[src/rtl/hr_pkg.sv]
// Shared constants, FSM state type and derived timing limits for the
// heart-rate front end.
package hr_pkg;

  localparam int MS_PER_MIN = 60000;
  localparam int BPM_W      = 8;
  localparam int IBI_W      = 12;
  localparam int DIV_W      = 16;

  typedef enum logic [1:0] {
    ST_IDLE  = 2'd0,  // no reference beat yet
    ST_TRACK = 2'd1,  // reference beat held, measuring the interval
    ST_DIV   = 2'd2   // converting an accepted interval into BPM
  } state_e;

  // Shortest accepted inter-beat interval in ms (fastest rate).
  function automatic int refractory_ms(input int max_bpm);
    return MS_PER_MIN / max_bpm;
  endfunction

  // Longest accepted inter-beat interval in ms (slowest rate).
  function automatic int max_ibi_ms(input int min_bpm);
    return MS_PER_MIN / min_bpm;
  endfunction

endpackage

[src/rtl/bpm_serial_div.sv]
// Restoring divider: 60000 / divisor, one quotient bit per clock.
// done and quotient are presented during the last iteration so the caller
// can register the result on the same edge that finishes the division.
module bpm_serial_div
  import hr_pkg::*;
(
  input  logic             clk,
  input  logic             rst_n,
  input  logic             start,
  input  logic             abort,
  input  logic [IBI_W-1:0] divisor,
  output logic             busy,
  output logic             done,
  output logic [DIV_W-1:0] quotient
);

  localparam logic [DIV_W-1:0] DIVIDEND = DIV_W'(MS_PER_MIN);

  logic [IBI_W-1:0] div_q;
  logic [IBI_W-1:0] rem_q, rem_d;
  logic [DIV_W-1:0] quo_q, quo_d;
  logic [4:0]       cnt_q;
  logic             busy_q;
  logic [IBI_W:0]   rem_sh;
  logic             take;

  // One restoring step: shift in the next dividend bit, subtract if it fits.
  always_comb begin
    rem_sh = {rem_q, quo_q[DIV_W-1]};
    take   = (rem_sh >= {1'b0, div_q});
    rem_d  = take ? IBI_W'(rem_sh - {1'b0, div_q}) : IBI_W'(rem_sh);
    quo_d  = {quo_q[DIV_W-2:0], take};
  end

  // Load on start, iterate while busy, drop everything on abort.
  always_ff @(posedge clk or negedge rst_n) begin
    if (!rst_n) begin
      div_q  <= '0;
      rem_q  <= '0;
      quo_q  <= '0;
      cnt_q  <= '0;
      busy_q <= 1'b0;
    end else if (abort) begin
      busy_q <= 1'b0;
      cnt_q  <= '0;
    end else if (start && !busy_q) begin
      // NOTE: non-blocking assignments here so every register samples the
      // pre-edge values; blocking ones would chain the updates in one edge.
      div_q  <= divisor;
      rem_q  <= '0;
      quo_q  <= DIVIDEND;
      cnt_q  <= 5'd16;
      busy_q <= 1'b1;
    end else if (busy_q) begin
      rem_q <= rem_d;
      quo_q <= quo_d;
      cnt_q <= cnt_q - 5'd1;
      if (cnt_q == 5'd1) busy_q <= 1'b0;
    end
  end

  assign busy     = busy_q;
  assign done     = busy_q && (cnt_q == 5'd1);
  assign quotient = quo_d;

endmodule

[src/rtl/bpm_estimator.sv]
// Heartbeat pulse to BPM converter with shared 10 Hz strobe generation.
// Measures the inter-beat interval in ms, rejects implausible intervals,
// divides 60000 by the interval and holds the last valid result.
module bpm_estimator
  import hr_pkg::*;
#(
  parameter int CLK_HZ     = 50_000_000,
  parameter int MIN_BPM    = 30,
  parameter int MAX_BPM    = 220,
  parameter int TIMEOUT_MS = 3000
) (
  input  logic             clk,
  input  logic             rst_n,
  input  logic             beat_raw,
  output logic             tick_10hz,
  output logic [BPM_W-1:0] bpm_buffer,
  output logic             bpm_valid,
  output logic             beat_stb
);

  localparam int PRE_N = CLK_HZ / 1000;
  localparam int PRE_W = (PRE_N > 1) ? $clog2(PRE_N) : 1;
  localparam logic [PRE_W-1:0] PRE_LAST = PRE_W'(PRE_N - 1);
  localparam logic [IBI_W-1:0] REFRACT  = IBI_W'(refractory_ms(MAX_BPM));
  localparam logic [IBI_W-1:0] MAX_IBI  = IBI_W'(max_ibi_ms(MIN_BPM));
  localparam logic [IBI_W-1:0] TIMEOUT  = IBI_W'(TIMEOUT_MS);
  localparam logic [DIV_W-1:0] Q_MIN    = DIV_W'(MIN_BPM);
  localparam logic [DIV_W-1:0] Q_MAX    = DIV_W'(MAX_BPM);

  logic [PRE_W-1:0] pre_q;
  logic [6:0]       dec_q;
  logic             ms_tick;
  logic [1:0]       sync_q;
  logic             dly_q, stb_q;
  logic [IBI_W-1:0] ibi_q, ibi_d;
  state_e           state_q;
  logic [BPM_W-1:0] bpm_q, bpm_clamped;
  logic             valid_q;
  logic             timeout_hit, accept, reject_long, first_beat;
  logic             div_start, div_abort, div_busy, div_done;
  logic [DIV_W-1:0] div_quo;

  assign ms_tick   = (pre_q == PRE_LAST);
  assign tick_10hz = ms_tick && (dec_q == 7'd99);

  // Millisecond prescaler and 100 ms decade counter.
  always_ff @(posedge clk or negedge rst_n) begin
    if (!rst_n) begin
      pre_q <= '0;
      dec_q <= '0;
    end else begin
      pre_q <= ms_tick ? '0 : pre_q + 1'b1;
      if (ms_tick) dec_q <= (dec_q == 7'd99) ? 7'd0 : dec_q + 7'd1;
    end
  end

  // Two-flop synchronizer, delay register and registered rising-edge strobe.
  always_ff @(posedge clk or negedge rst_n) begin
    if (!rst_n) begin
      sync_q <= '0;
      dly_q  <= 1'b0;
      stb_q  <= 1'b0;
    end else begin
      sync_q <= {sync_q[0], beat_raw};
      dly_q  <= sync_q[1];
      stb_q  <= sync_q[1] & ~dly_q;
    end
  end

  // Beat classification, interval counter next state and result clamp.
  always_comb begin
    // NOTE: every output of this block gets a default first so no path
    // leaves a value unassigned and no latch is inferred.
    timeout_hit = 1'b0;
    accept      = 1'b0;
    reject_long = 1'b0;
    first_beat  = 1'b0;
    ibi_d       = ibi_q;
    bpm_clamped = BPM_W'(div_quo);

    timeout_hit = (state_q != ST_IDLE) && (ibi_q >= TIMEOUT);
    first_beat  = (state_q == ST_IDLE) && stb_q;
    if ((state_q == ST_TRACK) && stb_q && !timeout_hit) begin
      accept      = (ibi_q >= REFRACT) && (ibi_q <= MAX_IBI);
      reject_long = (ibi_q > MAX_IBI);
    end

    if (first_beat || accept || reject_long) ibi_d = '0;
    else if (ms_tick && (ibi_q != '1))       ibi_d = ibi_q + 1'b1;

    if (div_quo < Q_MIN)      bpm_clamped = BPM_W'(MIN_BPM);
    else if (div_quo > Q_MAX) bpm_clamped = BPM_W'(MAX_BPM);
  end

  assign div_start = accept && !div_busy;
  assign div_abort = timeout_hit && (state_q == ST_DIV);

  // Inter-beat interval counter in ms.
  always_ff @(posedge clk or negedge rst_n) begin
    if (!rst_n) ibi_q <= '0;
    else        ibi_q <= ibi_d;
  end

  // Beat tracking FSM with registered BPM result and valid flag.
  always_ff @(posedge clk or negedge rst_n) begin
    if (!rst_n) begin
      state_q <= ST_IDLE;
      bpm_q   <= '0;
      valid_q <= 1'b0;
    end else begin
      case (state_q)
        ST_IDLE: begin
          if (first_beat) state_q <= ST_TRACK;
        end
        ST_TRACK: begin
          if (timeout_hit) begin
            state_q <= ST_IDLE;
            bpm_q   <= '0;
            valid_q <= 1'b0;
          end else if (accept) begin
            state_q <= ST_DIV;
          end
        end
        ST_DIV: begin
          if (timeout_hit) begin
            state_q <= ST_IDLE;
            bpm_q   <= '0;
            valid_q <= 1'b0;
          end else if (div_done) begin
            state_q <= ST_TRACK;
            bpm_q   <= bpm_clamped;
            valid_q <= 1'b1;
          end
        end
        default: state_q <= ST_IDLE;
      endcase
    end
  end

  bpm_serial_div u_div (
    .clk      (clk),
    .rst_n    (rst_n),
    .start    (div_start),
    .abort    (div_abort),
    .divisor  (ibi_q),
    .busy     (div_busy),
    .done     (div_done),
    .quotient (div_quo)
  );

  assign bpm_buffer = bpm_q;
  assign bpm_valid  = valid_q;
  assign beat_stb   = stb_q;

endmodule

[config.mk]
export PLATFORM = sky130hd
export DESIGN_NAME = bpm_estimator
export DESIGN_NICKNAME = d
export VERILOG_FILES = /design/src/rtl/hr_pkg.sv /design/src/rtl/bpm_serial_div.sv /design/src/rtl/bpm_estimator.sv
export SDC_FILE = /design/constraint.sdc
export NUM_CORES = 1
export LEC_CHECK = 0
export ABC_CLOCK_PERIOD_IN_PS = 2600
export BUFFER_PORTS_ARGS = -buffer_cell sky130_fd_sc_hd__buf_2
export CAP_MARGIN = 20
export CORE_MARGIN = 1.5
export CORE_UTILIZATION = 40
export DETAILED_ROUTE_END_ITERATION = 10
export PLACE_DENSITY = 0.66
export SYNTH_ARGS = -nofsm -noshare
export SYNTH_HDL_FRONTEND = slang
export SYNTH_SLANG_ARGS = --single-unit
[constraint.sdc]
create_clock -name clk -period 2.6 [get_ports clk]
set_input_delay 0.26 -clock clk [delete_from_list [all_inputs] [get_ports clk]]
set_output_delay 0.26 -clock clk [all_outputs]
set_load 0.01 [all_outputs]
# --- Word-level counts from Yosys, hierarchy flattened ---
# Index checks and enable logic that the tools add are counted.
classes:
  add_sub_neg: 5
  n_lt_le_gt_ge: 7
  eq_ne: 10
  mux: 34
  bitwise_logic: 3
  reduce_logical: 25
op_table:
  columns: ["operator", "count"]
  rows:
  - ["$mux W12", 5]
  - ["$mux W16", 3]
  - ["$mux W8", 5]
  - ["$add A16 B1 Y16 const B", 1]
  - ["$eq A16 B16 Y1 const B", 1]
  - ["$gt A16 B8 Y1 const B", 1]
  - ["$lt A16 B5 Y1 const B", 1]
  - ["$pmux W8 S2", 1]
  - ["$mux W5", 3]
  - ["$ge A13 B12 Y1", 1]
  - ["$add A12 B1 Y12 const B", 1]
  - ["$ge A12 B12 Y1 const B", 1]
  - ["$ge A12 B9 Y1 const B", 1]
  - ["$gt A12 B11 Y1 const B", 1]
  - ["$le A12 B11 Y1 const B", 1]
  - ["$ne A12 B12 Y1 const B", 1]
  - ["$sub A12 B12 Y12", 1]
  - ["$logic_and A1 B1 Y1", 11]
  - ["$mux W2", 5]
  - ["$mux W1", 9]
  - ["$reduce_bool A2 Y1", 4]
  - ["$add A7 B1 Y7 const B", 1]
  - ["$eq A7 B7 Y1 const B", 1]
  - ["$mux W7", 1]
  - ["other kinds (16)", 23]
totals:
  reg_bits: 96
  out_inout_bits: 11
  word_cells: 98

# --- Logic depth before layout (Yosys ltp) ---
# Gate-level depths: netlist of the first run.
depth:
  ltp_word: 9
  ltp_mapped: 9

# --- Cells and area by module ---
# From an unflattened synthesis of the first run, not the netlist that was laid out.
unflattened:
  cells_unflattened: 519
  area_unflattened_um2: 5143.7
by_module_without_submodules:
  columns: ["module", "n_inst", "cells_per_inst", "area_each_um2", "seq_area_each_um2"]
  rows:
  - ["bpm_serial_div", 1, 272, 2660.1, 1151.1]
  - ["bpm_estimator", 1, 247, 2483.6, 1251.2]

# --- Worst setup path after synthesis of the first run ---
# No wires, ideal clock.
synth_timing:
  path_type: "reg2reg"
  startpoint: "register u_div.rem_q[0]"
  endpoint: "register u_div.rem_q[3]"
  t_arrival_ns: 2.303
  t_required_ns: 2.474
  path_slack_ns: 0.171
  stages_incl_launch_ff: 9
  n_path_buf: 1
  synth_period_minus_slack_ns: 2.429
  cell_sequence: "dfrtp_1 > ha_1 > nor2b_4 > o31a_1 > o31a_1 > o31a_1 > or2_0 > buf_2 > a221o_1"
synth_between:
  elab_chain_cells: 4
  elab_cells_between_ends: 5
  cone_classes: "add/sub (1); order compare (1); mux (3)"
synth_rtl:
  columns: ["element", "line", "text"]
  rows:
  - ["start, declared", "bpm_serial_div.sv:20", "logic [IBI_W-1:0] rem_q, rem_d;"]
  - ["start signal, assigned", "bpm_serial_div.sv:55", "rem_q <= rem_d;"]
  - ["$sub A12 B12 Y12 / $ge A13 B12 Y1 (equally long branches)", "bpm_serial_div.sv:31, bpm_serial_div.sv:30", null]
  - ["$mux W12 *", "bpm_serial_div.sv:31", "rem_d = take ? IBI_W'(rem_sh - {1'b0, div_q}) : IBI_W'(rem_sh);"]
  - ["$mux W12 *", "bpm_serial_div.sv:54", "end else if (busy_q) begin"]
  - ["$mux W12 *", "bpm_serial_div.sv:46", "end else if (start && !busy_q) begin"]
# Every way passes the cells marked *; elsewhere a longest branch is shown, timed or not. The select of a mux whose other input is x is not followed.
# A chain may end at the register's enable or synchronous reset.

# --- Final worst setup path of the first run ---
layout_timing:
  startpoint: "register u_div.rem_q[0]"
  endpoint: "register u_div.rem_q[9]"
# The elaborated chain is that of the path after synthesis.

==> results of run 1 <==
-- worst paths after layout --
check,startpoint,end,slack (ns),cells past startpoint
min,beat_raw,sync_q[0],0.02,1
min in group asynchronous,rst_n,u_div.rem_q[6],0.47,2
min reg2reg,sync_q[0],sync_q[1],0.35,0
max reg2reg,u_div.rem_q[0],u_div.rem_q[9],0.13,8
max in group asynchronous,rst_n,state_q[1],1.45,3
max,u_div.rem_q[0],u_div.rem_q[9],0.13,8
-- kinds of logic (layout without fill, tap and decap cells) --
| group | after synthesis | count (layout) |
|---|---|---|
| XOR/XNOR | 33 | 33 |
| AO/OA/AOI/OAI | 119 | 119 |
| adder cells (fa/ha/maj) | 19 | 19 |
| AND/OR/NAND/NOR | 197 | 197 |
| multiplexers | 6 | 6 |
| flip-flops | 96 | 96 |
| buffers and inverters | 45 | 69 |
-- state kept, by name, summed over array words and instances, names as in the netlist, 2 cells and up --
| name | cells |
|---|---|
| ibi_q | 12 |
| dec_q | 7 |
| sync_q | 2 |
| bpm_buffer | 8 |
| state_q | 2 |
| u_div.cnt_q | 5 |
| u_div.div_q | 12 |
| pre_q | 16 |
| u_div.quo_q | 16 |
| u_div.rem_q | 12 |
-- final cells by class --
| type | count | area, um^2 | area share [%] |
|---|---|---|---|
| clock buffers | 9 | 225 | 3.96 |
| clock inverters | 7 | 80.1 | 1.41 |
| inverters | 25 | 93.8 | 1.65 |
| multi-input cells | 374 | 2470 | 43.4 |
| flip-flops and latches | 96 | 2400 | 42.2 |
| well taps | 168 | 210 | 3.69 |
| repair buffers | 28 | 211 | 3.72 |
-- cell usage in the layout (no fill, tap or decap), types with 7 or more instances in the layout --
master     count
a221o_1        8
o21ai_0       24
buf_2         12
nand3_1       20
ha_1          18
nand2_1       50
a22o_1        12
buf_4         12
and3_1        11
dfrtp_1       96
a21oi_1       10
nor4_1         7
clkbuf_16      9
xor2_1        19
inv_1         25
nor2_1        60
xnor2_1       14
nor3_1        17
-- layer usage --
layer / wire [um] / GRT usage, % / vias up
li1: - / - / 1907
met1: 5350 / 25.1 / 1946
met2: 5010 / 26.9 / 64
met3: 285 / 2.53 / 14
met4: 202 / 7.24 / 0
met5: 0 / 0 / -
-- what timing repair did --
item / in CTS / in global routing
gates resized for setup: 1 / 6
hold buffers: 1 / 0
hold endpoints to repair: 47 / 0
buffers inserted: 0 / 0
setup endpoints to repair: 9 / 12
-- metrics by stage --
stage	std cells	power (mW)	area, um^2	utilization [%]
after floorplan	515	1.53	5020	-
after global placement	690	1.56	5350	44.2
after detailed placement	690	1.56	5350	44.2
after CTS	707	2.92	5670	46.8
after global routing	707	2.98	5690	47.0
final	707	2.88	5690	47.0
-- cell usage after synthesis, types with 3 or more instances --
master	count	area, um^2
o311a_1	3	30.0
a21oi_1	10	50.1
buf_2	4	20.0
a211oi_1	5	37.5
nor2b_1	6	37.5
o31a_1	4	35.0
o21ai_0	24	120
nand3_1	20	100
o211ai_1	3	22.5
mux2i_1	4	40.0
nor3_1	17	85.1
nor4_1	8	50.1
and4_1	3	26.3
o22a_1	6	52.6
a21o_1	3	22.5
dfrtp_1	96	2400
nand4_1	6	37.5
nand2_1	50	188
nor2_1	60	225
clkbuf_1	16	60.1
nand2b_1	3	18.8
inv_1	25	93.8
ha_1	18	225
a211o_1	3	26.3
a22oi_1	3	22.5
xor2_1	19	166
o31ai_1	3	22.5
xnor2_1	14	123
a221o_1	8	80.1
o21a_1	3	22.5
a22o_1	12	105
and3_1	11	68.8
o22ai_1	4	25.0
-- power groups by stage --
stage	clock (mW)	combinational, mW	sequential [mW]
floorplan	0	0.00124	1.53
global placement	0	0.0378	1.53
detailed placement	0	0.0389	1.53
CTS	1.38	0.0405	1.50
global route	1.44	0.0444	1.50
finish	1.35	0.0374	1.50
==> impl_metrics.csv, run 1 <==
group,metric,value,unit
outcome,status,"finished clean",
synthesis,synthXorXnorAreaFrac,5.76,%
setup_path,slowest_stage,"dfrtp_1",
synthesis,synth-seq-area-share,47.9,%
global_route,gr-total-overflow,0,
placement,pre_cts_ws,-0.0588,ns
clocking,cts_tree,"built",
routing,drt_iter0_markers,258,
routing,routedWlPerCell,15.3,um
routing,drt_wl_total,10900,um
synthesis,synth-simple-area-share,19.0,%
timing,drv_slew,0,
timing,max-slew-margin-rel,54.0,%
power,leakage,2.62,nW
global_route,grt_pass1_wl,18400,um
worst_hold_path,min_path_type,"primary input to flop",
routing,num_vias,3931,
placement,port_buffers,13,
synthesis,synth_seq_cells,96,
synthesis,syn_avg_cell_area,9.74,um^2
setup_path,critPathArrivalTime,2.70,ns
power,seqPwrFrac,52.0,%
setup_path,cpMostUsedCell,"o31a_1",
clocking,cts_root_buf,"clkbuf_16",
synthesis,synthCells,515,
global_route,track_usage,17.6,%
layout,area_delta_synth_final,13.4,%
placement,hpwl,7530,um
setup_path,critPathMaxFanout,16,
power,combPwrFrac,1.3,%
die,die_w,115,um
layout,fillers,1166,
setup_path,cp-start-kind,"flop",
power,power.internal,2.26,mW
routing,firstDrtPassIters,5,
layout,antenna-diode-count,0,
setup_path,criticalPathCategory,"flop to flop",
timing,tns,0,ns
timing,holdWs,0.0248,ns
clocking,cts_num_sinks,96,
synthesis,synth_mux_area_share,1.25,%
clocking,cts_buffer_depth,2,
timing,fin_crit,2.47,ns
setup_path,cpPeakStageDelay,0.41,ns
timing,hold_violations,0,
synthesis,synth_area,5020,um^2
synthesis,yosys_warnings,0,
clocking,cts.htree.levels,3,
setup_path,cp.required,2.83,ns
global_route,antenna_found_initial,0,
timing,finalWorstSetupSlack,0.135,ns
layout,drive_gt1_share,10.2,%
synthesis,ys_types,63,
synthesis,synth_compound_area_share,17.8,%
clocking,clkTransAtPathRegs,0.07,ns
setup_path,cp_top_family,"compound AO/OA/AOI/OAI gates",
setup_path,crit_path_cell_trace,"ha_1 -> nor2b_4 -> o31a_1 -> o31a_1 -> o31a_1 -> buf_6 -> or3_1 -> o311ai_0",
die,coreArea,12100,um^2
die,die-area,13200,um^2
timing,tightestPinTransition,0.687,ns
flow_run,maxCapViolCount,0,
die,die_y,115,um
synthesis,syn-num-nets,537,
routing,ant_nets,0,
global_route,grt_max_degree,50,
synthesis,synthArstFlopShare,100,%
power,p_per_area,506,nW/um^2
synthesis,ys.flop_type,"dfrtp_1",
timing,min_period_over_period,94.8,%
placement,gp_congestion,0.878,
synthesis,synth_fa_ha_area_share,4.89,%
routing,drc,0,
timing,fin_skew,0.00773,ns
die,rows,40,
synthesis,synth_top_family_by_area,"simple AND/OR/NAND/NOR gates",
power,p_clk_share,46.7,%
routing,viasPerCell,5.56,
power,switching_power,0.622,mW
clocking,numCtsBuffers,9,
setup_path,end_kind,"flop",
die,initial_core_util,41.4,%
clocking,clk_latency,0.34,ns
setup_path,critPathBufInv,1,
layout,layout.nets,556,
timing,finalSetupViolCount,0,
timing,fmax,0.406,GHz
power,ir_drop,0.312,mV
power,swShare,21.6,%
die,ioPinCount,14,
global_route,grt_pass1_vias,3707,
synthesis,synth_edf_count,0,
timing,rsz0062_at_grt,"false",
(Power assumes the default switching activity.)
==> run 2: changes to the inputs <==
--- a/config.mk
+++ b/config.mk
@@ -14,4 +14,5 @@
 export PLACE_DENSITY = 0.66
 export SYNTH_ARGS = -nofsm -noshare
 export SYNTH_HDL_FRONTEND = slang
+export SYNTH_HIERARCHICAL = 1
 export SYNTH_SLANG_ARGS = --single-unit
==> run 2 against run 1 <==
Compared with the run above: flip-flop and latch count unchanged; clock power up 3%; setup slack better by 0.054 ns; non-clock buffer count unchanged; clock skew up 0.0015 ns; critical path type unchanged.
==> impl_metrics.csv, run 2 <==
group,metric,value,unit
timing,holdWs,0.0171,ns
global_route,grt_max_degree,63,
synthesis,netlist.area_leader.share,46.7,%
timing,hold_violations,0,
global_route,grt_pass1_wl,17700,um
setup_path,cp_top_family,"compound AO/OA/AOI/OAI gates",
clocking,cts_root_buf,"clkbuf_16",
routing,viasPerCell,5.39,
power,p_clk_share,47.3,%
placement,port_buffers,13,
synthesis,synth_most_common_cell,"dfrtp_1",
clocking,cts_num_sinks,96,
setup_path,cp.required,2.82,ns
placement,gp_congestion,0.830,
synthesis,synth-simple-area-share,19.5,%
timing,finalSetupViolCount,0,
clocking,cts_tree,"built",
flow_run,maxCapViolCount,0,
routing,drt_wl_total,10400,um
setup_path,critPathMaxFanout,4,
power,seqPwrFrac,51.2,%
synthesis,syn-num-nets,541,
die,die_w,116,um
routing,drc,0,
clocking,cts.htree.levels,3,
power,swShare,20.1,%
synthesis,synth_fa_ha_area_share,4.77,%
synthesis,syn_avg_cell_area,9.91,um^2
power,power,2.93,mW
routing,routedWlPerCell,14.8,um
clocking,clk_latency,0.35,ns
clocking,cts_buffer_depth,2,
timing,fin_skew,0.00923,ns
worst_hold_path,hp-start,"beat_raw",
setup_path,cpPeakStageDelay,0.37,ns
die,die_y,116,um
synthesis,ys_types,70,
synthesis,synth_mux_area_share,2.19,%
setup_path,worst_r2r_startpoint,"u_div/div_q[1]",
die,die-area,13500,um^2
power,power.internal,2.35,mW
synthesis,synth-seq-area-share,46.7,%
outcome,status,"finished clean",
routing,num_vias,3779,
layout,reg_top3,"pre_q x16, u_div/quo_q x16",
setup_path,slowest_stage,"dfrtp_1",
die,rows,41,
synthesis,synth_seq_cells,96,
routing,drt_iter0_markers,250,
setup_path,critPathBufInv,1,
setup_path,criticalPathCategory,"flop to flop",
global_route,grt_pass1_vias,3713,
synthesis,synth_top_area_cell,"dfrtp_1",
setup_path,end_kind,"flop",
global_route,track_usage,16.6,%
timing,min_period_over_period,92.7,%
synthesis,ys.flop_type,"dfrtp_1",
synthesis,synth_area_leaders,"dfrtp_1 (47%), ha_1 (4.4%), nand2_1 (3.7%), xor2_1 (3.6%), nor2_1 (3.0%)",
timing,max-slew-margin-rel,63.3,%
power,switching_power,0.588,mW
power,p_per_area,516,nW/um^2
die,initial_core_util,40.9,%
power,leakage,2.63,nW
routing,ant_nets,0,
setup_path,cp-start-kind,"flop",
timing,drv_slew,0,
global_route,gr-total-overflow,0,
timing,fin_crit,2.41,ns
synthesis,synthXorXnorAreaFrac,5.45,%
synthesis,yosys_warnings,6,
routing,firstDrtPassIters,5,
worst_hold_path,min_path_type,"primary input to flop",
synthesis,synth_area,5140,um^2
timing,tightestPinTransition,0.550,ns
layout,final_cell_mix,"dfrtp_1 (95), nand2_1 (51), nor2_1 (40)",
synthesis,ys_top_cells_by_count,"dfrtp_1 (96), nand2_1 (51), nor2_1 (41), o21ai_0 (27)",
die,coreArea,12600,um^2
synthesis,synth_edf_count,0,
power,ir_drop,0.321,mV
synthesis,synth_top_family_by_area,"simple AND/OR/NAND/NOR gates",
synthesis,synth_compound_area_share,15.9,%
die,ioPinCount,14,
layout,fillers,1199,
layout,regArea,2400,um^2
layout,drive_gt1_share,11.5,%
layout,antenna-diode-count,0,
power,combPwrFrac,1.5,%
global_route,antenna_found_initial,0,
layout,layout_commonest_cell,"dfrtp_1",
layout,area_delta_synth_final,10.6,%
synthesis,synthCells,519,
placement,hpwl,7340,um
timing,rsz0062_at_grt,"true",
layout,layout.nets,547,
clocking,numCtsBuffers,9,
timing,fmax,0.415,GHz
clocking,clkTransAtPathRegs,0.07,ns
setup_path,critPathArrivalTime,2.63,ns
setup_path,crit_path_cell_trace,"inv_1 -> ha_1 -> nor2b_1 -> o22a_1 -> o21ai_2 -> a21boi_4 -> o2111a_1 -> o211ai_1 -> nand4_1 -> nor2_1 -> o2bb2ai_1",
setup_path,cp-startpoint,"u_div/div_q[1]",
layout,multi_input_area,2480,um^2
synthesis,synthArstFlopShare,100,%
## run 2: per-layer routing
metal / vias up / track usage (%) / wire length, um
met5: - / 0 / 0
met4: 0 / 6.50 / 163
met3: 13 / 3.43 / 318
met2: 63 / 28.6 / 5130
met1: 1861 / 20.5 / 4770
li1: 1842 / - / -
## run 2: power by group through the flow
| stage | clock network [mW] | logic, mW | registers (mW) |
|---|---|---|---|
| after global placement | 0 | 0.0447 | 1.53 |
| after CTS | 1.42 | 0.0466 | 1.50 |
| after global routing | 1.49 | 0.0512 | 1.50 |
| final | 1.39 | 0.0437 | 1.50 |
| after floorplan | 0 | 0.00652 | 1.53 |
| after detailed placement | 0 | 0.0452 | 1.53 |
## run 2: cell type report
class | instances | share of cell area (%)
multi-input combinational | 369 | 43.7
sequential | 96 | 42.3
clock buffer | 10 | 4.03
tap | 172 | 3.78
timing repair buffer | 28 | 3.43
clock inverter | 5 | 1.45
inverter | 21 | 1.39
## run 2: worst paths after layout
kind / to / slack, ns / cells after the start
max: bpm_buffer[2] / 0.19 / 11
min: sync_q[0] / 0.02 / 1
max reg2reg: bpm_buffer[2] / 0.19 / 11
min reg2reg: sync_q[1] / 0.35 / 0
max in group asynchronous: ibi_q[0] / 1.51 / 3
min in group asynchronous: u_div/quo_q[9] / 0.41 / 2
## run 2: logic make-up after synthesis
group	Yosys count
compound gates	115
xor+xnor	32
fa+ha+maj	19
buf+inv	54
flops	96
mux	11
simple gates	192
## run 2: timing repair
item	CTS	global route
hold buffers	1	0
endpoints found under the setup margin	0	6
endpoints found under the hold margin	34	0
resized for setup	0	5
setup buffers	0	0
## run 2: metrics by stage
stage,setup TNS [ns],cells,instance area (um^2),utilization (%),setup WS (ns)
finish,0,701,5690,45.3,0.189
global route,-0.0000995,701,5690,45.3,-0.0000995
CTS,0,701,5670,45.1,0.157
detailed placement,0,685,5350,42.6,0.188
global placement,0,685,5350,42.6,0.234
floorplan,0,519,5140,-,0.105
==> run 3: changes to the inputs <==
--- a/config.mk
+++ b/config.mk
@@ -7,10 +7,11 @@
 export LEC_CHECK = 0
 export ABC_CLOCK_PERIOD_IN_PS = 2600
 export BUFFER_PORTS_ARGS = -buffer_cell sky130_fd_sc_hd__buf_2
-export CAP_MARGIN = 20
 export CORE_MARGIN = 1.5
 export CORE_UTILIZATION = 40
+export CTS_CLUSTER_SIZE = 10
 export DETAILED_ROUTE_END_ITERATION = 10
+export MAX_ROUTING_LAYER = met4
 export PLACE_DENSITY = 0.66
 export SYNTH_ARGS = -nofsm -noshare
 export SYNTH_HDL_FRONTEND = slang
==> run 3 against run 2 <==
Compared with the run above: flip-flop and latch count did not move; power is essentially flat; setup slack got worse by 0.00084 ns; critical path depth did not move; utilization stayed put; clock power about the same; sequential share of layout area stayed put; clock skew shrank 0.0022 ns; non-clock buffer count is the same; worst hold slack worse by 0.0011 ns; maximum frequency about the same; largest cell class unchanged.
==> impl_metrics.csv, run 3 (same netlist as run 2, synthesis figures left out) <==
group,metric,value,unit
global_route,track_usage,17.1,%
layout,layout.nets,547,
routing,drc,0,
flow_run,maxCapViolCount,0,
clocking,cts.htree.levels,3,
routing,viasPerCell,5.38,
timing,max-slew-margin-rel,62.6,%
timing,fmax,0.415,GHz
routing,routedWlPerCell,14.8,um
timing,finalSetupViolCount,0,
layout,drive_gt1_share,11.5,%
die,ioPinCount,14,
outcome,status,"finished clean",
clocking,cts_num_sinks,96,
die,die_w,116,um
die,die-area,13500,um^2
global_route,grt_pass1_vias,3704,
routing,firstDrtPassIters,4,
die,coreArea,12600,um^2
routing,ant_nets,0,
die,initial_core_util,40.9,%
placement,port_buffers,13,
die,die_y,116,um
setup_path,cp.required,2.82,ns
timing,min_period_over_period,92.8,%
routing,drt_iter0_markers,242,
layout,multi_input_area,2480,um^2
timing,hold_violations,0,
setup_path,r2r_cells,11,
setup_path,cp-start-kind,"flop",
timing,finalWorstSetupSlack,0.188,ns
layout,final_cell_mix,"dfrtp_1 (95), nand2_1 (51), nor2_1 (40)",
setup_path,critPathMaxFanout,4,
placement,gp_congestion,0.842,
layout,reg_top3,"pre_q x16, u_div/quo_q x16",
power,ir_drop,0.321,mV
global_route,grt_pass1_wl,17700,um
timing,tightestPinTransition,0.560,ns
timing,tns,0,ns
timing,drv_slew,0,
layout,fillers,1199,
worst_hold_path,min_path_type,"primary input to flop",
placement,pre_cts_ws,0.188,ns
die,rows,41,
global_route,gr-total-overflow,0,
placement,hpwl,7340,um
global_route,antenna_found_initial,0,
layout,regArea,2400,um^2
layout,area_delta_synth_final,10.6,%
worst_hold_path,holdPathStages,1,
timing,fin_crit,2.41,ns
timing,fin_skew,0.00700,ns
layout,layout_commonest_cell,"dfrtp_1",
setup_path,critPathArrivalTime,2.63,ns
clocking,cts_root_buf,"clkbuf_16",
global_route,grt_max_degree,63,
layout,antenna-diode-count,0,
routing,num_vias,3771,
clocking,cts_tree,"built",
clocking,clkTransAtPathRegs,0.07,ns
clocking,numCtsBuffers,9,
clocking,clk_latency,0.35,ns
routing,drt_wl_total,10400,um
setup_path,end_kind,"flop",
clocking,cts_buffer_depth,2,
power,leakage,2.63,nW
timing,rsz0062_at_grt,"true",
power,p_per_area,516,nW/um^2
setup_path,criticalPathCategory,"flop to flop",
run 3: cell counts in the layout (fill, tap and decap cells not counted):
Identical to the previous run, type by type.
run 3: timing repair:
| action | in CTS | in global routing |
|---|---|---|
| setup buffers | 0 | 0 |
| setup endpoints to repair | 0 | 6 |
| endpoints found under the hold margin | 34 | 0 |
| gates resized for setup | 0 | 5 |
| hold buffers | 1 | 0 |
run 3: worst max-delay path, stage by stage, from the launching register on:
cell	delay, ns
dfrtp_1	0.37
inv_1	0.06
ha_1	0.31
nor2b_1	0.16
o22a_1	0.23
o21ai_2	0.23
a21boi_4	0.08
o2111a_1	0.23
o211ai_1	0.19
nand4_1	0.20
nor2_1	0.16
o2bb2ai_1	0.07
run 3: routing by layer:
layer / vias to the layer above / wire, um / global-route usage [%]
li1: 1846 / - / -
met1: 1855 / 4760 / 20.5
met2: 57 / 5150 / 28.6
met3: 13 / 326 / 4.05
met4: 0 / 161 / 5.77
met5: - / 0 / -
run 3: where the power goes:
group	internal, mW	leakage, nW	switching (mW)
clock	0.837	0.141	0.553
sequential	1.50	1.31	0.00410
combinational	0.0103	1.17	0.0333
total	2.35	2.63	0.591
run 3: stage by stage:
| stage | power, mW | hold slack, ns | util (%) | cell area, um^2 | instances |
|---|---|---|---|---|---|
| floorplan | 1.54 | -0.0356 | - | 5140 | 519 |
| global placement | 1.57 | 0.239 | 42.6 | 5350 | 685 |
| detailed placement | 1.58 | 0.241 | 42.6 | 5350 | 685 |
| CTS | 2.97 | 0.00686 | 45.1 | 5670 | 701 |
| global route | 3.05 | 0.00607 | 45.3 | 5690 | 701 |
| finish | 2.94 | 0.0160 | 45.3 | 5690 | 701 |
run 3: final timing paths:
path                                 from             end  slack (ns)
setup / recovery           u_div/div_q[1]   bpm_buffer[2]        0.19
hold reg to reg                 sync_q[0]       sync_q[1]        0.35
max in group asynchronous           rst_n        ibi_q[0]        1.51
hold / removal                   beat_raw       sync_q[0]        0.02
setup reg to reg           u_div/div_q[1]   bpm_buffer[2]        0.19
min in group asynchronous           rst_n  u_div/cnt_q[1]        0.41
run 3: final cells by class:
| cell class | instances | share of cell area [%] |
|---|---|---|
| clock buffers | 10 | 4.03 |
| well taps | 172 | 3.78 |
| multi-input cells | 369 | 43.7 |
| clock inverters | 5 | 1.45 |
| inverters | 21 | 1.39 |
| repair buffers | 28 | 3.43 |
| flip-flops and latches | 96 | 42.3 |
